## src/rtl/pipe_reg_pkg.sv

```systemverilog
// Purpose: shared constants, clog2 helper and count type for pipe_reg.
// Latency: n/a (types and constants only).
// Backpressure: n/a. PIPE_REG_SKID_EN widens the count for the two skid entries.
package pipe_reg_pkg;

  localparam int PIPE_REG_DEF_WIDTH = 3;
  localparam int PIPE_REG_DEF_DEPTH = 2;

  // Extra occupancy slots on top of DEPTH, plus one for the zero state.
`ifdef PIPE_REG_SKID_EN
  localparam int PIPE_REG_CNT_EXTRA = 3;
`else
  localparam int PIPE_REG_CNT_EXTRA = 1;
`endif

  // Ceiling log2 usable in constant expressions (clog2_f(1) == 0).
  function automatic int clog2_f(input int n);
    int r;
    r = 0;
    for (int i = 0; i < 31; i++) begin
      if ((1 << i) < n) r = i + 1;
    end
    return r;
  endfunction

  // Occupancy count type for the default depth.
  typedef logic [clog2_f(PIPE_REG_DEF_DEPTH + PIPE_REG_CNT_EXTRA)-1:0] count_t;

endpackage

```

## src/rtl/pipe_reg_stage.sv

```systemverilog
// Purpose: one elastic register stage (valid + data) of the pipe_reg pipeline.
// Latency: 1 cycle from in_vld/in_dat to v/d.
// Backpressure: advances when downstream advances or when empty (bubble collapse).
module pipe_reg_stage
  import pipe_reg_pkg::*;
#(
  parameter int              WIDTH   = PIPE_REG_DEF_WIDTH,
  parameter logic [WIDTH-1:0] RST_VAL = {WIDTH{1'b0}}
) (
  input  logic             clk,
  input  logic             clrn,
  input  logic             flush,
  input  logic             in_vld,
  input  logic [WIDTH-1:0] in_dat,
  input  logic             down_adv,
  output logic             adv,
  output logic             v,
  output logic [WIDTH-1:0] d
);

  logic             v_q, v_d;
  logic [WIDTH-1:0] d_q, d_d;

  // An empty stage can always take a new item, even if downstream is stalled.
  assign adv = down_adv | ~v_q;
  assign v   = v_q;
  assign d   = d_q;

  // Next state: flush clears, otherwise shift on advance; data loads only for valid items.
  always_comb begin
    v_d = v_q;
    d_d = d_q;
    if (flush) begin
      v_d = 1'b0;
      d_d = RST_VAL;
    end else if (adv) begin
      v_d = in_vld;
      if (in_vld) d_d = in_dat;
    end
  end

  // Stage registers with synchronous active-low reset.
  always_ff @(posedge clk) begin
    if (!clrn) begin
      v_q <= 1'b0;
      d_q <= RST_VAL;
    end else begin
      v_q <= v_d;
      d_q <= d_d;
    end
  end

endmodule

```

## src/rtl/pipe_reg.sv

```systemverilog
// Purpose: DEPTH-stage elastic register pipeline with flush and occupancy count (optional skid: PIPE_REG_SKID_EN).
// Latency: DEPTH cycles (DEPTH+1 with PIPE_REG_SKID_EN); throughput 1 item/cycle.
// Backpressure: combinational ready chain from q_ready; with PIPE_REG_SKID_EN ns_ready is registered (skid not full).
module pipe_reg
  import pipe_reg_pkg::*;
#(
  parameter int               WIDTH   = PIPE_REG_DEF_WIDTH,
  parameter int               DEPTH   = PIPE_REG_DEF_DEPTH,
  parameter logic [WIDTH-1:0] RST_VAL = {WIDTH{1'b0}},
  localparam int              CNT_W   = clog2_f(DEPTH + PIPE_REG_CNT_EXTRA)
) (
  input  logic             clk,
  input  logic             clrn,
  input  logic             flush,
  input  logic [WIDTH-1:0] ns,
  input  logic             ns_valid,
  output logic             ns_ready,
  output logic [WIDTH-1:0] q,
  output logic             q_valid,
  input  logic             q_ready,
  output logic [CNT_W-1:0] count
);

  if (WIDTH < 1 || DEPTH < 1) begin : g_bad_params
    $error("pipe_reg: WIDTH and DEPTH must both be >= 1");
  end

  // Feed into stage 0 (directly from ns, or from the skid head).
  logic             s0_vld;
  logic [WIDTH-1:0] s0_dat;
  logic             s0_adv;
  logic             in_xfer, out_xfer;

  assign in_xfer  = ns_valid & ns_ready;
  assign out_xfer = q_valid & q_ready;

  // Stage chain; each stage keeps its own adv net so the ready chain has no self-loop.
  for (genvar k = 0; k < DEPTH; k++) begin : gen_stage
    logic             in_vld_w;
    logic [WIDTH-1:0] in_dat_w;
    logic             down_adv_w;
    logic             adv_w;
    logic             v_w;
    logic [WIDTH-1:0] d_w;

    if (k == 0) begin : g_first
      assign in_vld_w = s0_vld;
      assign in_dat_w = s0_dat;
      assign s0_adv   = adv_w;
    end else begin : g_mid
      assign in_vld_w = gen_stage[k-1].v_w;
      assign in_dat_w = gen_stage[k-1].d_w;
    end

    if (k == DEPTH - 1) begin : g_last
      assign down_adv_w = q_ready;
      assign q          = d_w;
      assign q_valid    = v_w;
    end else begin : g_inner
      assign down_adv_w = gen_stage[k+1].adv_w;
    end

    pipe_reg_stage #(
      .WIDTH   (WIDTH),
      .RST_VAL (RST_VAL)
    ) u_stage (
      .clk      (clk),
      .clrn     (clrn),
      .flush    (flush),
      .in_vld   (in_vld_w),
      .in_dat   (in_dat_w),
      .down_adv (down_adv_w),
      .adv      (adv_w),
      .v        (v_w),
      .d        (d_w)
    );
  end

`ifdef PIPE_REG_SKID_EN
  // Two-entry skid ahead of stage 0; entry 0 is the head.
  logic [1:0]       skid_cnt_q, skid_cnt_d;
  logic [WIDTH-1:0] skid_dat_q [2];
  logic [WIDTH-1:0] skid_dat_d [2];
  logic             skid_push, skid_pop;

  // Ready comes straight from a register, cutting the path from q_ready.
  assign ns_ready  = (skid_cnt_q != 2'd2);
  assign s0_vld    = (skid_cnt_q != 2'd0);
  assign s0_dat    = skid_dat_q[0];
  assign skid_push = in_xfer;
  assign skid_pop  = s0_vld & s0_adv;

  // Skid next state: pop shifts entry 1 to head, push writes the first free slot.
  always_comb begin
    skid_cnt_d    = skid_cnt_q;
    skid_dat_d[0] = skid_dat_q[0];
    skid_dat_d[1] = skid_dat_q[1];
    if (flush) begin
      skid_cnt_d    = 2'd0;
      skid_dat_d[0] = RST_VAL;
      skid_dat_d[1] = RST_VAL;
    end else begin
      if (skid_pop) skid_dat_d[0] = skid_dat_q[1];
      if (skid_push) begin
        if (skid_cnt_q == 2'd0 || (skid_cnt_q == 2'd1 && skid_pop)) skid_dat_d[0] = ns;
        else                                                         skid_dat_d[1] = ns;
      end
      skid_cnt_d = skid_cnt_q + {1'b0, skid_push} - {1'b0, skid_pop};
    end
  end

  // Skid registers with synchronous active-low reset.
  always_ff @(posedge clk) begin
    if (!clrn) begin
      skid_cnt_q    <= 2'd0;
      skid_dat_q[0] <= RST_VAL;
      skid_dat_q[1] <= RST_VAL;
    end else begin
      skid_cnt_q    <= skid_cnt_d;
      skid_dat_q[0] <= skid_dat_d[0];
      skid_dat_q[1] <= skid_dat_d[1];
    end
  end
`else
  assign s0_vld   = ns_valid;
  assign s0_dat   = ns;
  assign ns_ready = s0_adv;
`endif

  logic [CNT_W-1:0] count_q, count_d;

  assign count = count_q;

  // Occupancy tracks external transfers; flush empties everything.
  always_comb begin
    count_d = count_q;
    if (flush) count_d = '0;
    else       count_d = count_q + CNT_W'(in_xfer) - CNT_W'(out_xfer);
  end

  // Occupancy register with synchronous active-low reset.
  always_ff @(posedge clk) begin
    if (!clrn) count_q <= '0;
    else       count_q <= count_d;
  end

endmodule

```

## config.mk

```make
export PLATFORM = sky130hd
export DESIGN_NAME = pipe_reg
export DESIGN_NICKNAME = d
export VERILOG_FILES = /design/src/rtl/pipe_reg_pkg.sv /design/src/rtl/pipe_reg_stage.sv /design/src/rtl/pipe_reg.sv
export SDC_FILE = /design/constraint.sdc
export NUM_CORES = 1
export LEC_CHECK = 0
export CAP_MARGIN = 20
export CORE_AREA = 3 3 40 42
export CTS_CLUSTER_DIAMETER = 40
export DETAILED_ROUTE_END_ITERATION = 12
export DIE_AREA = 0 0 43 45
export DONT_BUFFER_PORTS = 1
export SLEW_MARGIN = 30
export SYNTH_ARGS = -nofsm -noshare
export SYNTH_HDL_FRONTEND = slang
export SYNTH_SLANG_ARGS = --single-unit
export TNS_END_PERCENT = 1
```

## constraint.sdc

```tcl
create_clock -name clk -period 2.2 [get_ports clk]
set_input_delay 0.44 -clock clk [delete_from_list [all_inputs] [get_ports clk]]
set_output_delay 0.44 -clock clk [all_outputs]
set_load 0.05 [all_outputs]
```

Word level (Yosys, flattened, before mapping)
Cells that the tools add are included.
{ "totals": {"output_inout_bits": 7, "wordCells": 17, "inputBits": 8, "regBits": 10} }
{ "classes": {"reduce_logical": 3, "bitwise": 7, "add_sub_neg": 2} }
{ "op_table": {"columns": ["operator", "count"], "rows": [
  ["$reduce_and 2->1", 2],
  ["$not 1->1", 3],
  ["$add 2x1->2", 1],
  ["$and 1x1->1", 2],
  ["$or 1x1->1", 2],
  ["$reduce_or 2->1", 1],
  ["$sub 2x1->2", 1]
]} }

Longest topological paths before layout
{ "logic_depth": {"ltp_word": 6, "ltp_mapped": 9, "ltp_nobuf": 9} }

Hierarchy
A second synthesis with hierarchy kept.
{ "unflattened": {"hier_cells": 46, "hier_area_um2": 488.0} }
{ "modules_own_cells": {"columns": ["mod", "seq_area_each_um2", "cells_each", "area_per_inst_um2", "instances"], "rows": [
  ["pipe_reg_stage", 80.1, 18, 182.7, 2],
  ["pipe_reg", 40.0, 10, 122.6, 1]
]} }

Worst setup path after synthesis
No wires, ideal clock.
{ "synth_timing": {"kind": "register to register", "startpoint": "register gen_stage[1].u_stage.v_q", "endpoint": "register count_q[1] (netlist: count[1])", "path_stages_with_launch": 10, "required_time_ns": 2.072, "synth_period_minus_slack_ns": 2.042, "arrival_time_ns": 1.914, "setup_ns": 0.128, "slack_ns": 0.158, "n_path_buf": 0, "cell_sequence": "dfxtp_1 and3b_4 inv_2 nand2_1 ha_1 inv_1 ha_1 xor2_1 xnor2_1 nor2_1"} }
{ "synth_via": {"elab_chain_len": 6, "elab_cells_between_ends": 7, "classes_between": "add/sub: 2; bitwise: 5"} }
{ "synth_rtl": {"columns": ["item", "line_no", "source"], "rows": [
  ["from (decl)", "pipe_reg_stage.sv:21", "logic v_q, v_d;"],
  ["from (signal assigned)", "pipe_reg_stage.sv:48", "v_q <= v_d;"],
  ["$not 1->1", "pipe_reg_stage.sv:25", "assign adv = down_adv | ~v_q;"],
  ["$or 1x1->1 (2 in series)", "pipe_reg_stage.sv:25", null],
  ["named net ns_ready", "pipe_reg.sv:17", "output logic ns_ready,"],
  ["$and 1x1->1", "pipe_reg.sv:34", "assign in_xfer = ns_valid & ns_ready;"],
  ["$add 2x1->2", "pipe_reg.sv:138", "else count_d = count_q + CNT_W'(in_xfer) - CNT_W'(out_xfer);"],
  ["$sub 2x1->2", "pipe_reg.sv:138", null],
  ["to (signal assigned)", "pipe_reg.sv:144", "else count_q <= count_d;"],
  ["to (decl)", "pipe_reg.sv:130", "logic [CNT_W-1:0] count_q, count_d;"]
]} }
The timed path passes the listed nets, and every way through them passes these cells.
A chain may end at the register's enable or synchronous reset.

Worst setup path after layout
{ "layout_timing": {"startpoint": "register gen_stage[0].u_stage.v_q", "endpoint": "register count_q[1] (netlist: count[1])"} }
{ "layout_via": {"elab_chain_len": 5} }
{ "layout_rtl": {"columns": ["item", "line_no"], "rows": [
  ["from (decl)", "pipe_reg_stage.sv:21"],
  ["from (signal assigned)", "pipe_reg_stage.sv:48"],
  ["$not 1->1", "pipe_reg_stage.sv:25"],
  ["$or 1x1->1", "pipe_reg_stage.sv:25"],
  ["named net ns_ready", "pipe_reg.sv:17"],
  ["$and 1x1->1", "pipe_reg.sv:34"],
  ["$add 2x1->2", "pipe_reg.sv:138"],
  ["$sub 2x1->2", "pipe_reg.sv:138"]
]} }
The timed path passes the listed nets, and every way through them passes these cells.

==> reports/metrics.cfg <==
[cts]
cts.repair.resized = 0
cts.sinks = 10
cts_buffer_depth = 2
cts.htree.levels = 1
cts_tree = done
clockRootBuffer = clkbuf_4
clk_pin_slew_ns = 0.06
clock_latency_ns = 0.26
cts_setup_buffers = 0
cts_buffers = 3
cts_hold_repair.buffers = 0

[synthesis]
synth_xor_xnor_area_share_pct = 4.192
synth_top_family_by_area = simple AND/OR/NAND/NOR gates
synthMostInstantiatedCell = dfxtp_1
synth_mux_area_share_pct = 0
syn-num-nets = 58
syn_avg_cell_area_um2 = 8.706
ys_types = 16
synthTopCellsByArea = dfxtp_1 (48%), a21oi_1 (9.6%), nand3_1 (7.2%), o21ai_0 (7.2%), ha_1 (6.0%)
ys_ff_latch = 10
syn-instance-count = 48
synth_area_um2 = 417.9
yosysTopAreaCell = dfxtp_1
yosys.area_share.simple_pct = 19.76
synthTopCellsByCount = dfxtp_1 (10), a21oi_1 (8), nand3_1 (6), o21ai_0 (6), inv_1 (4)
synth_ff_type = dfxtp_1
synth_edf_count = 0
synth_compound_area_share_pct = 16.77
ys_seq_area_share_pct = 47.90
ys_warn_count = 0
netlist.area_leader.share_pct = 47.90
synthArstFlopShare_pct = 0
synth_fa_ha_area_share_pct = 5.988

[critical_path]
endpoint_kind = register
worstSetupPathType = register to register
worstPathArrival_ns = 2.00
cp.required_ns = 2.34
cp_max_fo = 6
cp-start-kind = register

[floorplanning]
core-area_um2 = 1285
rows = 13
boundaryPins = 15
initial_utilization_pct = 32.52
die_area_um2 = 1935
chipHeight_um = 45
dieWidth_um = 43

[power_and_ir_drop]
powerDensity_nw_per_um2 = 718.3
p_sw_mw = 0.07647
p_seq_share_pct = 58.4
p_clk_share_pct = 35.9
ir_worst_vdd_v = 0.0004122
p_int_mw = 0.2561
sw_frac_of_total_pct = 23.00
pwr-share-comb_pct = 5.7
p_leak_nw = 0.1875

[detailed_routing]
wl_per_cell_um = 12.12
drc = 0
vias = 327
first_iter_violations = 5
ant_nets = 0
drt_pass1_iterations = 4
wl_um = 800
routed_via_density = 4.955

[sta]
worst_pin_slew_ns = 0.5240
fmax_mhz = 538.3
max-slew-margin-rel_pct = 65.02
setup_tns_ns = 0
clock_skew_ns = 0.002260
fin_crit_ns = 1.858
fin_crit_sh_pct = 84.44
final-hold-violation-count = 0
maxSlewViolCount = 0
rsz0062_at_grt = no
setup_viol = 0

[grt]
grt_max_degree = 11
antenna_found_initial = 0
grt_remaining_overflow = 0
grt_usage_pct = 9.699
grt_pass1_wl_mm = 1.304
grt_pass1_vias = 302

[final_layout]
nets = 63
syn2layout_area_growth_pct = 10.78
n_fill_cell = 135
antenna_cells = 0
final_cells = 66
drive_gt1_share_pct = 15.69

[worst_hold_path]
hold_path.class = input pin to register

[placed_design]
placedCellCount = 63
place_congestion = 0.7171
hpwl_um = 595.7
port_buffers = 0

[status]
outcome = finished clean

[run]
cap_violations = 0

==> cell type report <==
| cell class | instances | area [um2] | area share [%] |
|---|---|---|---|
| sequential | 10 | 200.2 | 43.24 |
| multi-input combinational | 32 | 195.2 | 42.16 |
| clock buffer | 3 | 22.52 | 4.865 |
| inverter | 5 | 18.77 | 4.054 |
| tap | 15 | 18.77 | 4.054 |
| timing repair buffer | 1 | 7.507 | 1.622 |
==> cells by family after synthesis <==
| logic type | count (synthesis) |
|---|---|
| AND/OR/NAND/NOR | 14 |
| XOR/XNOR | 2 |
| flip-flops | 10 |
| buffers and inverters | 6 |
| AO/OA/AOI/OAI | 14 |
| adder cells (fa/ha/maj) | 2 |
==> worst paths after layout <==
kind                                          startpoint                                      to  cells past startpoint  slack, ns
setup / recovery     gen_stage[0].u_stage.v$_SDFFE_PP0P_                     count[1]$_SDFF_PP0_                      9       0.34
setup reg to reg     gen_stage[0].u_stage.v$_SDFFE_PP0P_                     count[1]$_SDFF_PP0_                      9       0.34
hold reg to reg   gen_stage[0].u_stage.d[2]$_SDFFE_PP0P_  gen_stage[1].u_stage.d[2]$_SDFFE_PP0P_                      2       0.48
hold / removal                                     ns[2]  gen_stage[0].u_stage.d[2]$_SDFFE_PP0P_                      2       0.33
==> stage by stage <==
stage               cell area, um2  hold WS (ns)  power, mW  worst slack, ns  utilization, %
floorplan                    417.9        0.4403     0.2136           0.1582               -
detailed placement           440.4        0.4733     0.2176           0.2243           34.27
finish                       462.9        0.3267     0.3325           0.3423           36.03
CTS                          462.9        0.3130     0.3405           0.3235           36.03
global route                 462.9        0.3237     0.3564           0.2142           36.03
global placement             440.4        0.4645     0.2167           0.2341           34.27
==> layer usage <==
| layer | wire (um) | up-vias | global-route usage [%] |
|---|---|---|---|
| met5 | 0 | - | 0 |
| met4 | 0 | 0 | 3.614 |
| met3 | 89 | 0 | 7.968 |
| met2 | 347 | 15 | 12.28 |
| met1 | 362 | 141 | 11.95 |
| li1 | - | 171 | - |
==> sequential cells by signal (all words and copies together) (netlist names) <==
name / cells
count: 2
gen_stage.u_stage.d: 6
gen_stage.u_stage.v: 2
==> layout by cell type, fill, tap and decap left out <==
| master | Yosys | layout |
|---|---|---|
| and3b_4 | 1 | 1 |
| o21ai_0 | 6 | 6 |
| and2_2 | 1 | 1 |
| inv_1 | 4 | 4 |
| xnor2_1 | 1 | 1 |
| nor2_1 | 2 | 2 |
| xor2_1 | 1 | 1 |
| ha_1 | 2 | 2 |
| and2b_2 | 1 | 1 |
| clkbuf_4 | 0 | 3 |
| nand2b_1 | 2 | 2 |
| dfxtp_1 | 10 | 10 |
| nand3_1 | 6 | 6 |
| nand2_1 | 1 | 1 |
| buf_4 | 0 | 1 |
| inv_2 | 1 | 1 |
| a21oi_1 | 8 | 8 |
==> critical path, stage by stage (launching register included) <==
cell,delay [ns]
dfxtp_1,0.34
and3b_4,0.20
inv_2,0.24
nand2_1,0.11
ha_1,0.30
inv_1,0.05
ha_1,0.14
xor2_1,0.17
xnor2_1,0.13
nor2_1,0.05
==> power by group through the flow <==
stage | Clock, mW | Combinational (mW) | Sequential [mW]
6_report | 0.119 | 0.0191 | 0.194
5_1_grt | 0.140 | 0.0223 | 0.194
4_1_cts | 0.127 | 0.0195 | 0.194
3_5_place_dp | 0 | 0.0193 | 0.198
3_3_place_gp | 0 | 0.0186 | 0.198
2_1_floorplan | 0 | 0.0147 | 0.199
(Power assumes the default switching activity.)
